<file path="src/rtl/controlador_rega_pkg.sv">
// rtl/controlador_rega_pkg.sv - shared state, moisture and mode encodings for the irrigation sequencer
package controlador_rega_pkg;

   typedef enum logic [2:0] {
      ST_IDLE     = 3'd0,
      ST_PRIME    = 3'd1,
      ST_IRRIGATE = 3'd2,
      ST_COOLDOWN = 3'd3,
      ST_FAULT    = 3'd4
   } estado_t;

   localparam logic [1:0] UMID_SECO    = 2'b00;
   localparam logic [1:0] UMID_BAIXA   = 2'b01;
   localparam logic [1:0] UMID_MEDIA   = 2'b10;
   localparam logic [1:0] UMID_MOLHADO = 2'b11;

   typedef enum logic [1:0] {
      MODO_NENHUM      = 2'b00,
      MODO_GOTEJAMENTO = 2'b01,
      MODO_ASPERSAO    = 2'b10
   } modo_t;

   // A phase programmed with zero ticks still lasts one tick.
   function automatic int ticks_efetivos(input int t);
      return (t < 1) ? 1 : t;
   endfunction

   function automatic int maior(input int a, input int b);
      return (a > b) ? a : b;
   endfunction

endpackage

</file>
<file path="src/rtl/controlador_rega_divisor_tick.sv">
// rtl/controlador_rega_divisor_tick.sv - prescaler emitting a one-cycle tick every TICK_DIV clocks
module divisor_tick #(
   parameter int TICK_DIV = 50000000
) (
   input  logic clk,
   input  logic reset,
   input  logic clear,
   output logic tick
);

   localparam int CW = (TICK_DIV > 1) ? $clog2(TICK_DIV) : 1;
   localparam logic [CW-1:0] ULTIMO = CW'(TICK_DIV - 1);

   logic [CW-1:0] cnt_q, cnt_d;
   logic          wrap;

   assign wrap = (cnt_q == ULTIMO);
   assign tick = wrap;

   always_comb begin
      cnt_d = cnt_q + 1'b1;
      if (clear || wrap) cnt_d = '0;
   end

   always_ff @(posedge clk) begin
      if (reset) cnt_q <= '0;
      else       cnt_q <= cnt_d;
   end

endmodule

</file>
<file path="src/rtl/controlador_rega.sv">
// rtl/controlador_rega.sv - irrigation sequencer driving pump, drip/sprinkler valves and display flags
// Optional rain lockout enabled with `define RAIN_LOCKOUT_EN.
module controlador_rega
   import controlador_rega_pkg::*;
#(
   parameter int TICK_DIV    = 50000000,
   parameter int PRIME_TICKS = 3,
   parameter int DRIP_TICKS  = 20,
   parameter int SPRAY_TICKS = 10,
   parameter int COOL_TICKS  = 2
) (
   input  logic       clk,
   input  logic       reset,
   input  logic       inicio,
   input  logic       parar,
   input  logic [1:0] umidade,
   input  logic       nivelBaixo,
   input  logic       chuva,
   output logic       bomba,
   output logic       valvulaGotejamento,
   output logic       valvulaAspersao,
   output logic       gotejamento,
   output logic       aspersao,
   output logic       alarme,
   output logic       ocupado,
   output logic [2:0] estado
);

   localparam int PRIME_N = ticks_efetivos(PRIME_TICKS);
   localparam int DRIP_N  = ticks_efetivos(DRIP_TICKS);
   localparam int SPRAY_N = ticks_efetivos(SPRAY_TICKS);
   localparam int COOL_N  = ticks_efetivos(COOL_TICKS);
   localparam int MAX_N   = maior(maior(PRIME_N, DRIP_N), maior(SPRAY_N, COOL_N));
   localparam int TCW     = (MAX_N > 1) ? $clog2(MAX_N) : 1;

   localparam logic [TCW-1:0] PRIME_FIM = TCW'(PRIME_N - 1);
   localparam logic [TCW-1:0] DRIP_FIM  = TCW'(DRIP_N - 1);
   localparam logic [TCW-1:0] SPRAY_FIM = TCW'(SPRAY_N - 1);
   localparam logic [TCW-1:0] COOL_FIM  = TCW'(COOL_N - 1);

   estado_t        estado_q, estado_d;
   modo_t          modo_q, modo_d;
   logic [TCW-1:0] conta_q, conta_d;
   logic [TCW-1:0] limite;
   logic           tick, limpa, fim_fase, chuva_bloqueio;

   logic bomba_q, bomba_d, vgot_q, vgot_d, vasp_q, vasp_d;
   logic got_q, got_d, asp_q, asp_d, alarme_q, alarme_d, ocupado_q, ocupado_d;

`ifdef RAIN_LOCKOUT_EN
   assign chuva_bloqueio = chuva;
`else
   logic unused_chuva;
   assign unused_chuva   = chuva;
   assign chuva_bloqueio = 1'b0;
`endif

   divisor_tick #(.TICK_DIV(TICK_DIV)) u_divisor (
      .clk   (clk),
      .reset (reset),
      .clear (limpa),
      .tick  (tick)
   );

   always_comb begin
      limite = COOL_FIM;
      case (estado_q)
         ST_PRIME:    limite = PRIME_FIM;
         ST_IRRIGATE: limite = (modo_q == MODO_ASPERSAO) ? SPRAY_FIM : DRIP_FIM;
         default:     limite = COOL_FIM;
      endcase
   end

   assign fim_fase = tick && (conta_q == limite);

   // Next-state decision; abort order is nivelBaixo, then parar, then rain, then timer/moisture.
   always_comb begin
      estado_d = estado_q;
      modo_d   = modo_q;
      case (estado_q)
         ST_IDLE: begin
            if (inicio && !parar && (umidade != UMID_MOLHADO) && !chuva_bloqueio) begin
               modo_d   = (umidade == UMID_SECO) ? MODO_ASPERSAO : MODO_GOTEJAMENTO;
               estado_d = nivelBaixo ? ST_FAULT : ST_PRIME;
            end
         end
         ST_PRIME: begin
            if (nivelBaixo)                  estado_d = ST_FAULT;
            else if (parar || chuva_bloqueio) estado_d = ST_COOLDOWN;
            else if (fim_fase)               estado_d = ST_IRRIGATE;
         end
         ST_IRRIGATE: begin
            if (nivelBaixo)                                  estado_d = ST_FAULT;
            else if (parar || chuva_bloqueio)                estado_d = ST_COOLDOWN;
            else if (fim_fase || (umidade == UMID_MOLHADO))  estado_d = ST_COOLDOWN;
         end
         ST_COOLDOWN: begin
            if (nivelBaixo) estado_d = ST_FAULT;
            else if (fim_fase) begin
               estado_d = ST_IDLE;
               modo_d   = MODO_NENHUM;
            end
         end
         ST_FAULT: begin
            if (parar && !nivelBaixo) begin
               estado_d = ST_IDLE;
               modo_d   = MODO_NENHUM;
            end
         end
         default: begin
            estado_d = ST_IDLE;
            modo_d   = MODO_NENHUM;
         end
      endcase

      // Every state entry restarts both the prescaler and the tick count.
      limpa   = (estado_d != estado_q);
      conta_d = conta_q;
      if (limpa)     conta_d = '0;
      else if (tick) conta_d = conta_q + 1'b1;
   end

   always_comb begin
      ocupado_d = (estado_d == ST_PRIME) || (estado_d == ST_IRRIGATE) || (estado_d == ST_COOLDOWN);
      bomba_d   = (estado_d == ST_PRIME) || (estado_d == ST_IRRIGATE);
      vgot_d    = ((estado_d == ST_IRRIGATE) || (estado_d == ST_COOLDOWN)) && (modo_d == MODO_GOTEJAMENTO);
      vasp_d    = ((estado_d == ST_IRRIGATE) || (estado_d == ST_COOLDOWN)) && (modo_d == MODO_ASPERSAO);
      got_d     = ocupado_d && (modo_d == MODO_GOTEJAMENTO);
      asp_d     = ocupado_d && (modo_d == MODO_ASPERSAO);
      alarme_d  = (estado_d == ST_FAULT);
   end

   always_ff @(posedge clk) begin
      if (reset) begin
         estado_q  <= ST_IDLE;
         modo_q    <= MODO_NENHUM;
         conta_q   <= '0;
         bomba_q   <= 1'b0;
         vgot_q    <= 1'b0;
         vasp_q    <= 1'b0;
         got_q     <= 1'b0;
         asp_q     <= 1'b0;
         alarme_q  <= 1'b0;
         ocupado_q <= 1'b0;
      end else begin
         estado_q  <= estado_d;
         modo_q    <= modo_d;
         conta_q   <= conta_d;
         bomba_q   <= bomba_d;
         vgot_q    <= vgot_d;
         vasp_q    <= vasp_d;
         got_q     <= got_d;
         asp_q     <= asp_d;
         alarme_q  <= alarme_d;
         ocupado_q <= ocupado_d;
      end
   end

   assign bomba              = bomba_q;
   assign valvulaGotejamento = vgot_q;
   assign valvulaAspersao    = vasp_q;
   assign gotejamento        = got_q;
   assign aspersao           = asp_q;
   assign alarme             = alarme_q;
   assign ocupado            = ocupado_q;
   assign estado             = estado_q;

endmodule

</file>
<file path="config.mk">
export PLATFORM = sky130hd
export DESIGN_NAME = controlador_rega
export DESIGN_NICKNAME = d
export VERILOG_FILES = /design/src/rtl/controlador_rega_pkg.sv /design/src/rtl/controlador_rega_divisor_tick.sv /design/src/rtl/controlador_rega.sv
export SDC_FILE = /design/constraint.sdc
export NUM_CORES = 1
export LEC_CHECK = 0
export CAP_MARGIN = 10
export CORE_ASPECT_RATIO = 1.1
export CORE_MARGIN = 1
export CORE_UTILIZATION = 29
export CTS_CLUSTER_SIZE = 12
export DETAILED_ROUTE_END_ITERATION = 7
export PLACE_DENSITY = 0.57
export SETUP_SLACK_MARGIN = 0.05
export SLEW_MARGIN = 5
export SYNTH_ARGS = -nofsm -noshare
export SYNTH_HDL_FRONTEND = slang
export SYNTH_SLANG_ARGS = --single-unit
export TNS_END_PERCENT = 30
</file>
<file path="constraint.sdc">
create_clock -name clk -period 5.2 [get_ports clk]
set_input_delay 0.78 -clock clk [delete_from_list [all_inputs] [get_ports clk]]
set_output_delay 0.78 -clock clk [all_outputs]
set_load 0.02 [all_outputs]
</file>
==> metrics.md, run 1 <==
| Metric | Value |
|---|---|
| Initial antenna violation count | 0 |
| Headroom to the max-slew limit | 0.5060 |
| Setup Buffers After CTS | 0 |
| Setup CP Type | flop to flop |
| Slowest CP cell | a2111oi_4 |
| DP Worst Slack | 2.240 ns |
| Clock skew | around 0.0044 ns |
| DIE WIDTH | between 80 and 90 um |
| Proportion of power drawn by combinational gates | 0.081 |
| Critical path fanouts, max | 14 |
| Pwr Density | 245.6 mW/mm^2 |
| Max Slew Vio Count | 0 |
| Worst vdd ir | 0.0001421 V |
| Avg Cell Area, Syn | 8.641 um^2 |
| Highest clock rate | between 300 and 400 MHz |
| Yosys cell types | 45 |
| Endpoints failing setup | 0 |
| Power share of the clock group | 0.350 |
| Number of vias per cell | 4.888 |
| DR WL/cell | 11.70 um |
| Core ar. | 0.007047 mm^2 |
| Internal power | 0.4460 mW |
| Worst Path Buf+Inv | 0 |
| Top cell family by delay on the critical path | simple AND/OR/NAND/NOR gates |
| Placed Area | 0.002338 mm^2 |
| Mapped Cells | 246 |
| Detailed-route via count | about 1700 |
| Synthesized area | 0.002126 mm^2 |
| FFs w/ async S/R, synth | 0 |
| Total negative setup slack | 0 ns |
| Number of diodes | 0 |
| Net Sw Power | 0.1493 mW |
| Routed WL | slightly above 4000 um |
| Synth Warn # | 0 |
| CTS tree | yes |
| CP Capture Type | flop |
| Register area share after synthesis | 0.4049 |
| Syn_nets | 256 |
| Worst-Skew Late Latency | about 0.30 ns |
| Post-synth EDFFs | 0 |
| H-Tree Depth | 2 |
| IO Pins | 18 |
| Least-Margin Pin Slew | 0.7307 ns |
| Reg clk slew, reported paths | 0.08 ns |
| DRC | 0 |
| Rows | 32 |
| Largest net degree at the start of global routing | 18 |
| Critical Path Start Type | flop |
| Primary FF master, synth | dfxtp_1 |
| Effective utilization at floorplan | 0.3017 |
| Hold_buf cts | 0 |
| Unrepaired setup endpoints after global routing | no |
| Pleak | 0.8523 nW |
| WP data arrival | roughly 3.1 ns |
| First-pass DRT Iterations | 4 |
| Max Cap Violations | 0 |
| Area Growth Syn to Fin | 14.01% |
| Layout Utilization | 0.3439 |
| Dpl hpwl | 2865 um |
| Finished Cell Area | 0.002424 mm^2 |
| Drt initial violations | 46 |
| Total grt overflow | 0 |
| Min cycle time layout | just under 3 ns |
| Final WS setup | 2.280 ns |
| Die ar. | approximately 0.0077 mm^2 |
| Root buf cell | clkbuf_8 |
| CP Data Required Time | 5.37 ns |
| Sink Count | 43 |
| Seq pwr share | 0.569 |
| # port buffers | 16 |
| Max clock buf depth | 2 |
| Status | finished clean |
| Via count of the first global-routing pass | between 1500 and 2000 |
| Fraction of layout cells with a size suffix above 1 | 0.08712 |
| Final #Nets | 273 |
| Fillers | roughly 750 |
| Crit-path cells | or4b_4, nor4_4, nand4_4, a2111oi_4, o211ai_1, nand2_1, nor3_1 |
| Worst Hold Class | flop to flop |
| Fin. Hold Viols | 0 |
| Sw frac | 0.2507 |
| Final Wtd Congestion | 0.7682 |
| CTS Buf Count | 5 |
| Yosys reg bits | 43 |
| Die height | just over 90 um |
| Resize count post-CTS | 0 |
| Final worst-path cycle share | 0.5616 |
| Slowest stage delay, CP | roughly 0.56 ns |
| Total GRT Usage | 0.1149 |
| Final ANT Viol Nets | 0 |
| First-pass GRT wire length | 7293 um |
| Tot Pwr | between 0.5 and 0.6 mW |
## area by class of cell
type                            instances  area (um^2)  share of cell area
Multi-Input combinational cell        190         1185              0.4889
Sequential cell                        43        860.8              0.3552
Timing Repair Buffer                   16        160.2             0.06608
Tap cell                               85        106.4             0.04388
Clock buffer                            6        72.57             0.02994
Inverter                                7        26.28             0.01084
Clock inverter                          2        12.51            0.005163
## worst register-to-register path, stage by stage, from the launching register on
cell	delay (ns)
dfxtp_1	0.34
or4b_4	0.55
nor4_4	0.38
nand4_4	0.22
a2111oi_4	0.56
o211ai_1	0.19
nand2_1	0.44
nor3_1	0.12
## metal layers
layer  part of all wire  wire length, um  vias up  global-route usage
met5                  0                0        -                   0
met4              0.011               43        0             0.03672
met3              0.045              182        6             0.03150
met2               0.44             1797       30              0.1822
met1               0.50             2059      783              0.1510
li1                   -                -      887                   -
## cells in the mapped netlist (2+ instances only)
| cell | instances | area [um^2] |
|---|---|---|
| nand2b_1 | 3 | 18.77 |
| clkbuf_8 | 2 | 27.53 |
| o211ai_1 | 3 | 22.52 |
| o21ai_0 | 6 | 30.03 |
| buf_4 | 3 | 22.52 |
| and3_2 | 3 | 22.52 |
| nor3b_1 | 2 | 15.01 |
| ha_1 | 2 | 25.02 |
| dfxtp_1 | 43 | 860.8 |
| nand4_1 | 7 | 43.79 |
| mux2i_1 | 3 | 30.03 |
| and2b_2 | 3 | 26.28 |
| a31oi_1 | 2 | 12.51 |
| nand3_1 | 18 | 90.09 |
| nor2_1 | 44 | 165.2 |
| and3_1 | 2 | 12.51 |
| xnor2_1 | 10 | 87.58 |
| nor2b_1 | 2 | 12.51 |
| nor4_1 | 2 | 12.51 |
| a211oi_1 | 2 | 15.01 |
| nand3_2 | 2 | 20.02 |
| nand2_1 | 18 | 67.56 |
| xor2_1 | 18 | 157.7 |
| a21oi_1 | 11 | 55.05 |
| inv_1 | 7 | 26.28 |
| nor3_1 | 9 | 45.04 |
## power groups by stage
stage	sequential [mW]	combinational [mW]	clock, mW
6_report	0.339	0.0480	0.209
5_1_grt	0.340	0.0543	0.232
4_1_cts	0.339	0.0485	0.220
3_5_place_dp	0.347	0.0483	0
3_3_place_gp	0.347	0.0478	0
2_1_floorplan	0.347	0.0316	0
## state kept, by name (all words and copies together) (netlist names), 2 cells and up
signal,cells
u_divisor.cnt_q,26
modo_q,2
conta_q,5
estado,3
## placed cells by master (no fill, tap or decap), types with 2 or more instances in the layout
cell type        netlist  routed
inv_1                  7       7
nor3_1                 9       9
clkbuf_8               2       5
nand4_1                7       7
xnor2_1               10      10
xor2_1                18      18
nor2b_1                2       2
and3_1                 2       2
nand3_1               18      18
nand3_2                2       2
mux2i_1                3       3
dfxtp_1               43      43
o21ai_0                6       6
a31oi_1                2       2
and3_2                 3       3
and2b_2                3       3
a211oi_1               2       2
ha_1                   2       2
nor4_1                 2       2
nand2_1               18      18
nor2_1                44      44
a21oi_1               11      11
nor3b_1                2       2
clkdlybuf4s50_1        0      16
nand2b_1               3       3
o211ai_1               3       3
## path summary, 6_finish.rpt
kind	cells after the start	slack, ns	start	end
min reg2reg	1	0.47	u_divisor.cnt_q[0]$_SDFF_PP0_	u_divisor.cnt_q[0]$_SDFF_PP0_
max reg2reg	7	2.28	u_divisor.cnt_q[8]$_SDFF_PP0_	conta_q[2]$_SDFFE_PP0P_
max	7	2.28	u_divisor.cnt_q[8]$_SDFF_PP0_	conta_q[2]$_SDFFE_PP0P_
min	1	0.47	u_divisor.cnt_q[0]$_SDFF_PP0_	u_divisor.cnt_q[0]$_SDFF_PP0_
## cell families after synthesis
| group | share of synthesized area |
|---|---|
| xor gates and xnor gates | 0.1154 |
| DFF | 0.4049 |
| AOI/OAI and AO/OA | 0.1018 |
| buffers and inverters | 0.03767 |
| and+or+nand+nor | 0.3143 |
| adders and majority gates | 0.01177 |
| muxes | 0.01413 |
## per-stage QoR
stage | hold WS (ns) | cells
CTS | 0.4733 | 349
global placement | 0.4461 | 341
finish | 0.4672 | 349
detailed placement | 0.4531 | 341
global route | 0.5228 | 349
floorplan | 0.4296 | 246
Power figures use the tool's default switching activity.
==> inputs of run 2 (changes only) <==
==> constraint.sdc (replaced) <==
create_clock -name clk -period 3 [get_ports clk]
set_input_delay 0.45 -clock clk [delete_from_list [all_inputs] [get_ports clk]]
set_output_delay 0.45 -clock clk [all_outputs]
set_load 0.02 [all_outputs]
==> metrics.md, run 2 (synthesis results as in run 1) <==
| Metric | Value |
|---|---|
| Status | finished clean |
| Critical Path Start Type | flop |
| Power share of the clock group | 0.408 (+0.058) |
| Critical path fanouts, max | 6 (-8) |
| Final ANT Viol Nets | 0 (unchanged) |
| Rows | 32 (unchanged) |
| CTS Buf Count | 5 (unchanged) |
| Highest clock rate | 372.3 MHz (+8.7%) |
| Number of vias per cell | 4.952 (+1.3%) |
| Total grt overflow | 0 (unchanged) |
| Final worst-path cycle share | 0.8952 (+0.3336) |
| Initial antenna violation count | 0 (unchanged) |
| Routed WL | 4267 um (+4.5%) |
| CP Data Required Time | 3.17 ns (-2.20 ns) |
| Setup CP Type | flop to flop |
| Endpoints failing setup | 0 (unchanged) |
| Max FFs per register | 26 (unchanged) |
| Sw frac | 0.2437 (-0.007066) |
| Number of diodes | 0 (unchanged) |
| Pwr Density | 455.8 mW/mm^2 (+86%) |
| Seq pwr share | 0.516 (-0.053) |
| DRC | 0 (unchanged) |
| Core ar. | 0.007047 mm^2 (unchanged) |
| Final hold slack | 0.4803 ns (+0.01309 ns) |
| Setup Buffers After CTS | 0 (unchanged) |
| WP data arrival | 2.86 ns (-0.23 ns) |
| Drt initial violations | 86 (+87%) |
| Area Growth Syn to Fin | 17.42% |
| IO Pins | 18 (unchanged) |
| WHS Path Cells | 1 (unchanged) |
| Max Slew Vio Count | 0 (unchanged) |
| First-pass GRT wire length | 7659 um (+5.0%) |
| Net Sw Power | 0.2772 mW (+86%) |
| Total GRT Usage | 0.1203 (+0.005413) |
| Worst Hold Class | flop to flop |
| Tot Pwr | 1.138 mW (+91%) |
| CTS tree | yes |
| RR Endpoint | aspersao$_SDFF_PP0_ |
| Largest net degree at the start of global routing | 18 (unchanged) |
| Sink Count | 43 (unchanged) |
| Worst r2r src | u_divisor.cnt_q[18]$_SDFF_PP0_ |
| Fin. Hold Viols | 0 (unchanged) |
| DP Worst Slack | 0.3132 ns (-1.926 ns) |
| Least-Margin Pin Slew | 0.6599 ns (-0.07078 ns) |
| Placed insts | 347 (+1.8%) |
| Root buf cell | clkbuf_8 |
| Fillers | 707 (-5.2%) |
| Final Wtd Congestion | 0.7785 (+1.3%) |
| Clock skew | 0.005392 ns (+0.0009676 ns) |
| Hold path endpoint | u_divisor.cnt_q[0]$_SDFF_PP0_ |
| Internal power | 0.8604 mW (+93%) |
| Hold path start | u_divisor.cnt_q[0]$_SDFF_PP0_ |
| Final #Nets | 279 (+2.2%) |
| Dpl hpwl | 3031 um (+5.8%) |
| H-Tree Depth | 2 (unchanged) |
| Effective utilization at floorplan | 0.3017 (unchanged) |
| Commonest non-fill, non-tap cell in the layout | nor2_1 |
| Worst-Skew Late Latency | 0.30 ns (about the same) |
| Most frequent cells in the layout | nor2_1 (44), dfxtp_1 (43), nand2_1 (18), nand3_1 (18), xor2_1 (18) |
| Final WS setup | 0.3143 ns (-1.965 ns) |
| Max Cap Violations | 0 (unchanged) |
| Max clock buf depth | 2 (unchanged) |
| Layout Cells excl Fill | 355 (+1.7%) |
| Min cycle time layout | 2.686 ns (-0.2347 ns) |
| Proportion of power drawn by combinational gates | 0.076 (-0.005) |
| Via count of the first global-routing pass | 1703 (+6.8%) |
| CP Capture Type | flop |
| # port buffers | 16 (unchanged) |
| Hold_buf cts | 0 (unchanged) |
| Resize count post-CTS | 0 (unchanged) |
| Pleak | 0.8998 nW (+5.6%) |
| Worst Reg-to-Reg Cells | 8 (+1) |
| Worst vdd ir | 0.0002958 V (+110%) |
| First-pass DRT Iterations | 4 (unchanged) |
| Largest Register | u_divisor.cnt_q |
| DR WL/cell | 12.02 um (+2.8%) |
| Unrepaired setup endpoints after global routing | no |
| R2R Setup Slk | 0.31 ns (-1.97 ns) |
| Fraction of layout cells with a size suffix above 1 | 0.1111 (+0.02399) |
| Detailed-route via count | 1758 (+3.0%) |
| Reg clk slew, reported paths | 0.09 ns (about the same) |
| DIE WIDTH | 83.63 um (unchanged) |
| Die ar. | 0.007677 mm^2 (unchanged) |
| Headroom to the max-slew limit | 0.5539 (+0.04785) |
| Multi-input logic area | 0.001185 mm^2 (unchanged) |
| Die height | 91.80 um (unchanged) |
| Total negative setup slack | 0 ns (unchanged) |
| Area occupied by registers | 860.8 um^2 (unchanged) |
## run 2: critical path, cell delays in order, from the launching register on
cell and delay (ns):
dfxtp_1 0.36, or4b_4 0.53, nor4_4 0.37, nand4_4 0.16
a2111oi_4 0.36, buf_4 0.21, nand3_2 0.09, a211oi_1 0.39
nor4_1 0.08
## run 2: power by group through the flow
| stage | Combinational (mW) | Clock (mW) | Sequential, mW |
|---|---|---|---|
| 2_1_floorplan | 0.0548 | 0 | 0.602 |
| 3_3_place_gp | 0.0853 | 0 | 0.600 |
| 3_5_place_dp | 0.0863 | 0 | 0.601 |
| 4_1_cts | 0.0869 | 0.485 | 0.587 |
| 5_1_grt | 0.0981 | 0.501 | 0.589 |
| 6_report | 0.0862 | 0.464 | 0.587 |
## run 2: layout make-up
class | instances | share of cell area
repair buffers | 22 | 0.08221
clock buffers | 5 | 0.02757
well taps | 85 | 0.04261
inverters | 7 | 0.01053
flip-flops and latches | 43 | 0.3449
clock inverters | 3 | 0.01754
multi-input cells | 190 | 0.4747
## run 2: worst max-delay path by stage
stage,start,to,depth (start not counted)
4_1_cts,u_divisor.cnt_q[18]$_SDFF_PP0_,aspersao$_SDFF_PP0_,8
6_report,u_divisor.cnt_q[18]$_SDFF_PP0_,aspersao$_SDFF_PP0_,8
5_1_grt,u_divisor.cnt_q[8]$_SDFF_PP0_,gotejamento$_SDFF_PP0_,8
2_1_floorplan,u_divisor.cnt_q[8]$_SDFF_PP0_,bomba$_SDFF_PP0_,7
3_5_place_dp,u_divisor.cnt_q[18]$_SDFF_PP0_,aspersao$_SDFF_PP0_,8
3_3_place_gp,u_divisor.cnt_q[8]$_SDFF_PP0_,bomba$_SDFF_PP0_,8
## run 2: metal layers
| layer | GRT usage | share of wire |
|---|---|---|
| met5 | 0 | 0 |
| met4 | 0.04096 | 0.0094 |
| met3 | 0.03060 | 0.034 |
| met2 | 0.2012 | 0.46 |
| met1 | 0.1502 | 0.49 |
## run 2: through the flow
stage / util / instance area, um^2
6_report: 0.3542 / 2496
5_1_grt: 0.3542 / 2496
4_1_cts: 0.3542 / 2496
3_5_place_dp: 0.3382 / 2384
3_3_place_gp: 0.3382 / 2384
2_1_floorplan: - / 2126
==> inputs of run 3 (changes only) <==
--- a/config.mk
+++ b/config.mk
@@ -11,6 +11,7 @@
 export CORE_UTILIZATION = 29
 export CTS_CLUSTER_SIZE = 12
 export DETAILED_ROUTE_END_ITERATION = 7
+export HOLD_SLACK_MARGIN = 0.03
 export PLACE_DENSITY = 0.57
 export SETUP_SLACK_MARGIN = 0.05
 export SLEW_MARGIN = 5
==> results of run 3 <==
The final DEF is identical to that of run 2; final timing and power are the same.
==> RTL change 1: new RTL, flow settings as in run 3 <==
Change the parameter `SPRAY_TICKS` from 10 to 5.
--- a/src/rtl/controlador_rega.sv
+++ b/src/rtl/controlador_rega.sv
@@ -8,3 +8,3 @@
    parameter int DRIP_TICKS  = 20,
-   parameter int SPRAY_TICKS = 10,
+   parameter int SPRAY_TICKS = 5,
    parameter int COOL_TICKS  = 2
Check against the original RTL: no difference found for any inputs over 10 cycles, from zero or initial values and one cycle with reset high; that may be too few to reach the edited logic, so the function may still have changed.
==> RTL change 1 against run 3 <==
- sequential cell count stayed put
- final area down 0.60%
- combinational power rose by 26%
- area after synthesis shrank 1.4%
- largest cell class unchanged
- global-route usage rose by 0.083 points
- routed wire length is 1.2% lower
- worst setup slack improved by 0.43 ns
- total power increased by 2.7%
- critical path depth grew 1
- final cell count up 1.1%
- first-iteration DRC count decreased by 28%
- critical endpoint is now gotejamento$_SDFF_PP0_
- die area shrank 1.4%
==> RTL change 1: results (changes against run 3) <==
metric;value;unit;change
cts_buffer_depth;2;;unchanged
synthDistinctLibCells;44;;was 45
via_per_inst;4.77;;was 4.95
drive_above_1_share;8.03;%;was 11.1%
numPortBuffers;16;;unchanged
antenna_found_initial;0;;unchanged
cp.arrival;2.44;ns;was 2.86 ns
yosysWarningCount;0;;unchanged
syn_nets;262;;was 256
status;complete, no violations;;unchanged
finalClockSkew;0.00479;ns;was 0.00539 ns
grt_pass1_vias;1624;;was 1703
slew-limit-headroom;72.9;%;was 55.4%
async_flop_share;0;%;unchanged
crit_family;simple AND/OR/NAND/NOR gates;;unchanged
yosys-top-cells-count;nor2_1 (53), dfxtp_1 (43), nand2_1 (23);;was nor2_1 (44), dfxtp_1 (43), nand2_1 (18), nand3_1 (18), xor2_1 (18)
gp_congestion;0.817;;was 0.779
netlist_top_cells_area;dfxtp_1 (41%), nor2_1 (9.5%), xor2_1 (7.9%), nand2_1 (4.1%), xnor2_1 (3.8%);;was dfxtp_1 (40%), nor2_1 (7.8%), xor2_1 (7.4%), nand3_1 (4.2%), xnor2_1 (4.1%)
cts_buffers;5;;unchanged
largest_reg_flops;26;;unchanged
clockRootBuffer;clkbuf_8;;unchanged
slowest_stage;nor3b_1;;was or4b_4
place_ws;0.515;ns;was 0.313 ns
cp_max_fo;14;;was 6
regMostFlops;u_divisor.cnt_q;;unchanged
dp_hpwl;2980;microns;was 3030 microns
grt_use_total;12.1;%;was 12.0%
htreeDepth;2;;unchanged
p_leak;0.857;nW;was 0.900 nW
drt-initial-drc-count;62;;was 86
switching_share;23.5;%;was 24.4%
routedWlPerCell;11.7;microns;was 12.0 microns
dr.pass1.iters;4;;unchanged
fin_nets;283;;was 279
holdCritPathClass;reg2reg;;unchanged
antennaDiodeCount;0;;unchanged
cts_resized;0;;unchanged
grt_pass1_wl;7440;microns;was 7660 microns
slowest_delay;0.39;ns;was 0.53 ns
synth_flop_cell;dfxtp_1;;unchanged
vdd_drop_max;0.261;mV;was 0.296 mV
path_clk_slew;0.08;ns;
yosysSeqAreaShare;41.1;%;was 40.5%
RTL change 1: changes by cell type after synthesis, moves of 3 or more:
| cell | delta |
|---|---|
| a31oi_1 | +4 |
| and2b_2 | -3 |
| and3_2 | -3 |
| clkbuf_1 | +3 |
| nand2_1 | +5 |
| nand3_1 | -9 |
| nor2_1 | +9 |
| nor3_1 | -3 |
| nor4b_1 | +3 |
| o211ai_1 | -3 |
RTL change 1: worst paths after layout:
kind / from / to / slack (ns) / depth (start not counted)
max reg2reg: estado[1]$_SDFF_PP0_ / gotejamento$_SDFF_PP0_ / 0.74 / 9
min reg2reg: u_divisor.cnt_q[0]$_SDFF_PP0_ / u_divisor.cnt_q[0]$_SDFF_PP0_ / 0.48 / 1
min: u_divisor.cnt_q[0]$_SDFF_PP0_ / u_divisor.cnt_q[0]$_SDFF_PP0_ / 0.48 / 1
max: estado[1]$_SDFF_PP0_ / gotejamento$_SDFF_PP0_ / 0.74 / 9
RTL change 1: area by class of cell:
class,instances,area (sq um)
repair buffers,22,205
well taps,85,106
fillers,727,4530
multi-input cells,194,1160
flip-flops and latches,43,861
clock inverters,2,35.0
clock buffers,6,82.6
inverters,7,26.3
RTL change 1: per-stage QoR:
stage                     cells  instance area (sq um)  util (%)  hold WS [ns]  total power [mW]
after floorplan             252                   2100         -         0.438             0.675
after global placement      351                   2360      33.7         0.462             0.711
after detailed placement    351                   2360      33.7         0.465             0.711
after CTS                   359                   2480      35.4         0.484              1.19
after global routing        359                   2480      35.4         0.532              1.23
final                       359                   2480      35.4         0.476              1.17
RTL change 1: per-layer routing:
| layer | vias to the layer above | global-route usage, % | share of wire (%) |
|---|---|---|---|
| met3 | 7 | 2.91 | 3.3 |
| met5 | - | 0 | 0 |
| met2 | 30 | 19.7 | 47 |
| met4 | 0 | 5.17 | 1.6 |
| met1 | 773 | 15.2 | 49 |
| li1 | 903 | - | - |
RTL change 1: cells by family after synthesis:
family	synth area share [%]
simple gates	30.0
flops	41.1
compound gates	11.2
xor+xnor	11.7
buf+inv	3.34
mux	1.49
fa+ha+maj	1.19
RTL change 1: power by group through the flow:
stage	combinational, mW	clock, mW	sequential, mW
after floorplan	0.0706	0	0.605
after global placement	0.110	0	0.601
after detailed placement	0.110	0	0.601
after CTS	0.111	0.492	0.588
after global routing	0.123	0.515	0.589
final	0.109	0.472	0.587
RTL change 1: worst reg2reg max path, stage by stage (launching register included):
cell and delay, ns:
dfxtp_1 0.33, buf_4 0.18, nor4b_1 0.29, a211oi_1 0.09, a311oi_2 0.33, buf_4 0.20, mux2i_1 0.10, nand2_1 0.15
nor3b_1 0.39, nor2_1 0.09
==> RTL change 2: new RTL, config.mk and constraints of run 3 <==
Made on the original files. The output `ocupado` loses its register stage (`ocupado_q` becomes a continuous assignment).
--- a/src/rtl/controlador_rega.sv
+++ b/src/rtl/controlador_rega.sv
@@ -143,3 +143,2 @@
          alarme_q  <= 1'b0;
-         ocupado_q <= 1'b0;
       end else begin
@@ -154,5 +153,6 @@
          alarme_q  <= alarme_d;
-         ocupado_q <= ocupado_d;
       end
    end
+
+   assign ocupado_q = ocupado_d;
 
Check against the original RTL: not equivalent (Yosys sat finds a counterexample within 4 cycles, from zero or initial values and one cycle with reset high).
==> RTL change 2 against run 3 <==
- the run now ends with DRC left
- total power shrank 9.6%
- final area grew 9.9%
- worst setup slack lost 0.31 ns
- sequential cell count shrank 1
- clock power shrank 22%
- critical path depth is the same
- clock skew grew 0.0018 ns
- sequential power shrank 3.6%
- routed wire length grew 6.3%
- area after synthesis grew 1.1%
- combinational power grew 18%
==> RTL change 2: results (changes against run 3) <==
metric;value;unit;change
dr.pass1.iters;6;;was 4
drt-initial-drc-count;54;;was 86
yosys-top-cells-count;nor2_1 (53), dfxtp_1 (42), nand2_1 (21);;was nor2_1 (44), dfxtp_1 (43), nand2_1 (18), nand3_1 (18), xor2_1 (18)
gp_congestion;0.819;;was 0.779
drcViolationCount;6;;was 0
grt_use_total;12.7;%;was 12.0%
drive_above_1_share;21.1;%;was 11.1%
finalClockSkew;0.00723;ns;was 0.00539 ns
grt_pass1_wl;8000;microns;was 7660 microns
netlist_top_cells_area;dfxtp_1 (39%), nor2_1 (9.3%), xnor2_1 (7.3%), xor2_1 (4.5%), nand2_1 (3.7%);;was dfxtp_1 (40%), nor2_1 (7.8%), xor2_1 (7.4%), nand3_1 (4.2%), xnor2_1 (4.1%)
p_leak;0.980;nW;was 0.900 nW
failed_checks;DRC;;
routed_wl;4540;microns;was 4270 microns
yosysSeqAreaShare;39.1;%;was 40.5%
cp_max_fo;2;;was 6
status;complete, but fails checks;;was complete, no violations
holdPathStages;2;;was 1
wl_met1;2170;microns;was 2100 microns
cp.arrival;2.55;ns;was 2.86 ns
vdd_drop_max;0.207;mV;was 0.296 mV
dp_hpwl;3370;microns;was 3030 microns
fillCellCount;715;;was 707
fin_nets;313;;was 279
slew-limit-headroom;54.9;%;was 55.4%
grt_max_degree;17;;was 18
## RTL change 2: cell count changes after synthesis, moves of 3 or more
cell,delta
nor2_1,+9
xnor2_1,+8
nand3_1,-7
xor2_1,-7
a21oi_1,-4
nor3_1,+4
and2b_2,-3
nand2_1,+3
## RTL change 2: worst max-delay path, delay by kind of cell (launching register included)
kind                   cells  cell delay (ns)
buffers and inverters      1             0.13
DFF                        1             0.32
AOI/OAI and AO/OA          3             0.57
and+or+nand+nor            4             1.23
## RTL change 2: routing by layer
layer / vias up / GRT usage (%)
met2: 31 / 22.5
li1: 969 / -
met1: 833 / 15.5
met5: - / 0
met3: 5 / 2.94
met4: 0 / 3.02
## RTL change 2: cell families after synthesis
family	synth area share [%]
AOI/OAI and AO/OA	13.6
xor gates and xnor gates	11.8
adders and majority gates	1.16
buffers and inverters	2.91
DFF	39.1
muxes	0.931
and+or+nand+nor	30.5
## RTL change 2: area by class of cell
| cell class | instances | share of cell area [%] |
|---|---|---|
| Multi-Input combinational cell | 196 | 45.8 |
| Sequential cell | 42 | 30.8 |
| Timing Repair Buffer | 51 | 15.5 |
| Tap cell | 85 | 3.88 |
| Clock buffer | 6 | 2.65 |
| Inverter | 7 | 0.958 |
| Clock inverter | 2 | 0.502 |
## RTL change 2: per-stage QoR
step	hold slack, ns	setup WS [ns]	area, sq um	instances	power (mW)
after floorplan	0.426	0.149	2150	252	0.640
after global placement	0.460	-0.161	2640	381	0.681
after detailed placement	0.466	-0.170	2640	381	0.681
after CTS	0.478	-0.0142	2740	389	1.05
after global routing	0.506	-0.0802	2740	389	1.08
final	0.471	0.00478	2740	389	1.03
## RTL change 2: final timing paths
path / start / endpoint / slack (ns)
hold / removal: modo_q[0]$_SDFF_PP0_ / modo_q[0]$_SDFF_PP0_ / 0.47
setup reg to reg: u_divisor.cnt_q[24]$_SDFF_PP0_ / u_divisor.cnt_q[2]$_SDFF_PP0_ / 0.32
setup / recovery: u_divisor.cnt_q[24]$_SDFF_PP0_ / ocupado / 0.005
hold reg to reg: modo_q[0]$_SDFF_PP0_ / modo_q[0]$_SDFF_PP0_ / 0.47
## RTL change 2: timing repair
action / in CTS / in global routing
pin swaps: 7 / 0
setup endpoints to repair: 1 / 1
resized for setup: 9 / 4
hold endpoints to repair: 0 / 0
## RTL change 2: where the power goes
| part | switching (mW) | total (mW) | internal (mW) |
|---|---|---|---|
| logic | 0.0593 | 0.102 | 0.0429 |
| registers | 0.00339 | 0.566 | 0.563 |
| clock network | 0.196 | 0.360 | 0.164 |
